$ cat src/rtl/lsu_pkg.sv
// Shared encodings, state type and byte-enable helper for the load/store unit.
package lsu_pkg;

  // funct3 access-size encodings
  localparam logic [2:0] LDST_B  = 3'b000;
  localparam logic [2:0] LDST_H  = 3'b001;
  localparam logic [2:0] LDST_W  = 3'b010;
  localparam logic [2:0] LDST_BU = 3'b100;
  localparam logic [2:0] LDST_HU = 3'b101;

  typedef enum logic {IDLE, WAIT} lsu_state_t;

  // Attributes of an accepted access, held for the read-latency cycle
  typedef struct packed {
    logic [1:0] size;
    logic       uns;
    logic       we;
    logic [1:0] off;
  } lsu_cap_t;

  // Byte-enable mask from size[1:0] and byte offset; non-B/H/W sizes give 0
  function automatic logic [3:0] lsu_be(input logic [1:0] size, input logic [1:0] off);
    logic [3:0] be;
    case (size)
      2'b00:   be = 4'b0001 << off;
      2'b01:   be = off[1] ? 4'b1100 : 4'b0011;
      2'b10:   be = 4'b1111;
      default: be = 4'b0000;
    endcase
    return be;
  endfunction

endpackage

$ cat src/rtl/lsu_load_extract.sv
// Selects the addressed byte/half/word lane of a RAM read word and extends it.
module lsu_load_extract
  import lsu_pkg::*;
(
  input  logic [31:0] rdata,
  input  logic [2:0]  size,
  input  logic [1:0]  offset,
  output logic [31:0] result
);

  logic [7:0]  byte_v;
  logic [15:0] half_v;

  // Lane select by offset, then sign/zero extension by size
  always_comb begin
    byte_v = 8'h00;
    half_v = 16'h0000;
    result = 32'h0;
    case (offset)
      2'd0: byte_v = rdata[7:0];
      2'd1: byte_v = rdata[15:8];
      2'd2: byte_v = rdata[23:16];
      2'd3: byte_v = rdata[31:24];
      default: byte_v = 8'h00;
    endcase
    half_v = offset[1] ? rdata[31:16] : rdata[15:0];
    case (size)
      LDST_B:  result = {{24{byte_v[7]}}, byte_v};
      LDST_BU: result = {24'h0, byte_v};
      LDST_H:  result = {{16{half_v[15]}}, half_v};
      LDST_HU: result = {16'h0, half_v};
      LDST_W:  result = rdata;
      default: result = 32'h0;
    endcase
  end

endmodule

$ cat src/rtl/load_store_unit.sv
// Core-side data-port initiator: issues one RAM access, stalls one cycle for
// the read latency, returns the extended load result; rejects bad accesses.
module load_store_unit
  import lsu_pkg::*;
#(
  parameter int ADDR_W = 32
) (
  input  logic              clk,
  input  logic              reset,
  input  logic              lsu_req_i,
  input  logic              lsu_we_i,
  input  logic [2:0]        lsu_size_i,
  input  logic [ADDR_W-1:0] lsu_addr_i,
  input  logic [31:0]       lsu_data_i,
  output logic              lsu_stall_req_o,
  output logic [31:0]       lsu_data_o,
  output logic              lsu_misaligned_o,
  output logic              data_req_o,
  output logic              data_we_o,
  output logic [3:0]        data_be_o,
  output logic [ADDR_W-1:0] data_addr_o,
  output logic [31:0]       data_wdata_o,
  input  logic [31:0]       data_rdata_i
);

  lsu_state_t  state, state_nx;
  lsu_cap_t    cap;
  logic        size_ok, aligned, legal, accept;
  logic [31:0] wdata_rep;
  logic [31:0] ld_data;

  lsu_load_extract u_extract (
    .rdata  (data_rdata_i),
    .size   ({cap.uns, cap.size}),
    .offset (cap.off),
    .result (ld_data)
  );

  // Legality: known size, no unsigned stores, natural alignment
  always_comb begin
    size_ok = (lsu_size_i == LDST_B) || (lsu_size_i == LDST_H) || (lsu_size_i == LDST_W) ||
              (lsu_size_i == LDST_BU) || (lsu_size_i == LDST_HU);
    case (lsu_size_i[1:0])
      2'b00:   aligned = 1'b1;
      2'b01:   aligned = ~lsu_addr_i[0];
      2'b10:   aligned = (lsu_addr_i[1:0] == 2'b00);
      default: aligned = 1'b0;
    endcase
    legal  = size_ok && aligned && !(lsu_we_i && lsu_size_i[2]);
    accept = reset && (state == IDLE) && lsu_req_i && legal;
  end

  // Replicate store data across every lane it may land in
  always_comb begin
    case (lsu_size_i[1:0])
      2'b00:   wdata_rep = {4{lsu_data_i[7:0]}};
      2'b01:   wdata_rep = {2{lsu_data_i[15:0]}};
      default: wdata_rep = lsu_data_i;
    endcase
  end

  // State and captured access attributes
  always_ff @(posedge clk) begin
    if (!reset) begin
      state <= IDLE;
      cap   <= '0;
    end else begin
      state <= state_nx;
      if (accept)
        cap <= '{size: lsu_size_i[1:0], uns: lsu_size_i[2], we: lsu_we_i, off: lsu_addr_i[1:0]};
    end
  end

  // Next state and all outputs; everything reads 0 while in reset
  always_comb begin
    state_nx         = state;
    lsu_stall_req_o  = 1'b0;
    lsu_data_o       = 32'h0;
    lsu_misaligned_o = 1'b0;
    data_req_o       = 1'b0;
    data_we_o        = 1'b0;
    data_be_o        = 4'b0000;
    data_addr_o      = '0;
    data_wdata_o     = 32'h0;
    if (reset) begin
      case (state)
        IDLE: begin
          if (accept) begin
            data_req_o      = 1'b1;
            data_we_o       = lsu_we_i;
            data_be_o       = lsu_be(lsu_size_i[1:0], lsu_addr_i[1:0]);
            data_addr_o     = lsu_addr_i;
            data_wdata_o    = wdata_rep;
            lsu_stall_req_o = 1'b1;
            state_nx        = WAIT;
          end else if (lsu_req_i) begin
            lsu_misaligned_o = 1'b1;
          end
        end
        WAIT: begin
          // Request still held by the core is the same instruction
          lsu_data_o = cap.we ? 32'h0 : ld_data;
          state_nx   = IDLE;
        end
        default: state_nx = IDLE;
      endcase
    end
  end

endmodule

$ cat config.mk
export PLATFORM = sky130hd
export DESIGN_NAME = load_store_unit
export DESIGN_NICKNAME = d
export VERILOG_FILES = /design/src/rtl/lsu_pkg.sv /design/src/rtl/lsu_load_extract.sv /design/src/rtl/load_store_unit.sv
export SDC_FILE = /design/constraint.sdc
export NUM_CORES = 1
export LEC_CHECK = 0
export BUFFER_PORTS_ARGS = -buffer_cell sky130_fd_sc_hd__buf_2
export CAP_MARGIN = 0
export CORE_ASPECT_RATIO = 1.5
export CORE_UTILIZATION = 30
export CTS_CLUSTER_DIAMETER = 40
export CTS_CLUSTER_SIZE = 25
export DETAILED_ROUTE_END_ITERATION = 8
export HOLD_SLACK_MARGIN = 0.03
export PLACE_DENSITY = 0.71
export SKIP_CTS_REPAIR_TIMING = 1
export SLEW_MARGIN = 30
export SYNTH_ARGS = -nofsm -noshare
export SYNTH_HDL_FRONTEND = slang
export SYNTH_SLANG_ARGS = --single-unit
export TNS_END_PERCENT = 5
$ cat constraint.sdc
create_clock -name clk -period 2.2 [get_ports clk]
set_input_delay 0.55 -clock clk [delete_from_list [all_inputs] [get_ports clk]]
set_output_delay 0.55 -clock clk [all_outputs]
set_load 0.005 [all_outputs]
==> flow_summary.yaml <==
yosys:
  synth-main-ff-cell: "dfxtp_1"
  synth_enable_flop_cells: 0
  syn_avg_cell_area_um2: 6.739
  synth-seq-area-share: 0.07170
  syn_area_um2: 1954
  synth_area_leaders: "and2_1, mux2_2, mux2i_1, nand2_1, dfxtp_1"
  yosysTopAreaCell: "and2_1"
  synth.most_common_cell: "nand2_1"
  synth.top_cell.area_share: 0.1248
  ys_ff_latch: 7
  synth_common_cells: "nand2_1, and2_1, a21oi_1"
  synth_warnings: 0
  synthesis.nets: 393
  async_reset_ff_frac: 0
  syn_inst: 290
  synth.distinct_cells: 39
timing:
  rsz0062_at_grt: "true"
  fmax_mhz: 441.0
  slew_violations: 0
  timing_hold_violations_final: 0
  worstMarginPinSlew_ns: 0.3055
  clock_skew_ns: 0.001425
  finalCritPeriodShare: 1.031
  setup_viol: 37
  timing.slew.headroom: 0.7952
  layout_min_cycle_time_ns: 2.268
  worst_slack_ns: -0.06771
  fin_hold_ws_ns: 0.4799
global_route:
  met3_usage: 0.04186
  grt_pass1_vias: 2648
  grt_max_degree: 41
  grt_pass1_wl_um: 12160
  grt_remaining_overflow: 0
  globalRouteMet2Util: 0.4646
  grt-busiest-layer: "met2"
  grt_use_met1: 0.2154
  antenna_found_initial: 2
  grt_usage: 0.2295
placed_design:
  gp_congestion: 0.8070
  port_buffers: 206
  hpwlAfterDp_um: 6816
  placed_area_um2: 3186
pwr:
  leakage_nw: 1.863
  p_switching_mw: 0.3148
  p_clk_frac: 0.219
  p_comb_frac: 0.608
  power_frac_seq: 0.173
  power_density_nw_per_um2: 238.1
  internal_power_mw: 0.5130
  ir_worst_vdd_uv: 134.5
  swShare: 0.3803
route:
  postRouteAntennaNets: 0
  route.vias.total: 3035
  wirelength_um: 9247
  post-route-drc-count: 0
  wl_per_cell_um: 16.08
  drt_iter0_markers: 114
  avgViaCountPerCell: 5.278
  first_pass_iters: 4
worst_setup_path:
  cp.required_ns: 1.65
  crit_fanout: 6
  path_class: "input pin to output port"
  endpoint_kind: "output port"
  start_kind: "input pin"
  rr_worst_depth: 4
  cp.arrival_ns: 1.72
die:
  dieWidth_um: 67.90
  die_area_um2: 6848
  die_h_um: 100.9
  start_util: 0.3143
  fp-row-count: 35
  io_pins: 207
  core_area_um2: 6218
cts:
  clk_pin_slew_ns: 0.04
  cts_max_path_buffers: 2
  clkSinkCount: 7
  cts_buffers: 3
  cts_tree: "done"
  cts_root_buf: "clkbuf_8"
  cts_max_level: 1
  clk_latency_ns: 0.23
layout:
  drive_above_1_share: 0.5700
  fin_nets: 604
  final_cell_area_um2: 3477
  syn_to_final_growth_pct: 77.91
  fillers: 604
hold_path:
  hold_depth: 2
  worstHoldPathType: "flop to flop"
status:
  status: "complete, but fails checks"
  violations: "setup timing"
job:
  maxCapViolCount: 0
-- placed cells by master, fill, tap and decap left out, types with 8 or more instances in the layout --
master and instances:
a211oi_1 8, a21oi_1 15, a22oi_1 9, a31oi_1 16, and2_1 32, buf_12 8, buf_2 202, buf_4 13
mux2_2 17, mux2i_1 19, nand2_1 46, nor2_1 12, o21ai_0 9, o22ai_1 15
-- routing by layer --
metal / part of all wire / wire [µm]
met1: 0.35 / 3256
met2: 0.54 / 4978
met3: 0.082 / 759
met4: 0.027 / 254
met5: 0 / 0
-- area by class of cell --
cell class | count | area [µm²] | area share
diodes | 1 | 2.502 | 0.0007197
clock buffers | 4 | 45.04 | 0.01295
multi-input cells | 246 | 1710 | 0.4919
well taps | 74 | 92.59 | 0.02663
repair buffers | 235 | 1443 | 0.4149
inverters | 8 | 35.03 | 0.01008
flip-flops and latches | 7 | 148.9 | 0.04282
-- path summary, 6_finish.rpt --
path / slack (ns) / start / end
worst max register to register: 0.91 / state / cap[0]
worst min-delay path: 0.48 / cap[2] / cap[2]
worst max-delay path: -0.07 / lsu_size_i[2] / data_addr_o[19]
worst min register to register: 0.48 / cap[2] / cap[2]
-- worst max-delay path, stage by stage --
cell and delay, ns:
buf_2 0.14, a221oi_4 0.35, o21bai_4 0.14, clkinv_4 0.13, clkbuf_16 0.17, and2_4 0.14
buf_2 0.10
-- sequential cells by signal, indices dropped and copies added (netlist names) --
register	cells
state	1
cap	6
-- stage by stage --
| stage | setup WS, ns | setup TNS, ns | cells | power, mW | util |
|---|---|---|---|---|---|
| after floorplan | 0.07075 | 0 | 290 | 0.3717 | - |
| after CTS | -0.09678 | -2.441 | 567 | 0.7821 | 0.5195 |
| after detailed placement | -0.04155 | -0.9289 | 563 | 0.5972 | 0.5123 |
| final | -0.06771 | -1.060 | 575 | 0.8278 | 0.5592 |
| after global placement | 0.02181 | 0 | 563 | 0.5880 | 0.5123 |
| after global routing | -0.08512 | -2.575 | 575 | 0.8782 | 0.5592 |
-- kinds of logic after synthesis --
family          Yosys count  share of synthesized area
simple gates            116                     0.3054
xor+xnor                  1                   0.004482
mux                      36                     0.1953
flops                     7                    0.07170
buf+inv                  37                    0.09603
compound gates           93                     0.3271
-- power groups by stage --
stage / sequential (mW) / clock, mW / combinational, mW
3_3_place_gp: 0.143 / 0 / 0.445
3_5_place_dp: 0.144 / 0 / 0.454
6_report: 0.143 / 0.182 / 0.503
4_1_cts: 0.142 / 0.185 / 0.455
5_1_grt: 0.144 / 0.194 / 0.540
2_1_floorplan: 0.139 / 0 / 0.233
No activity file was read; power rests on OpenSTA's default activity.
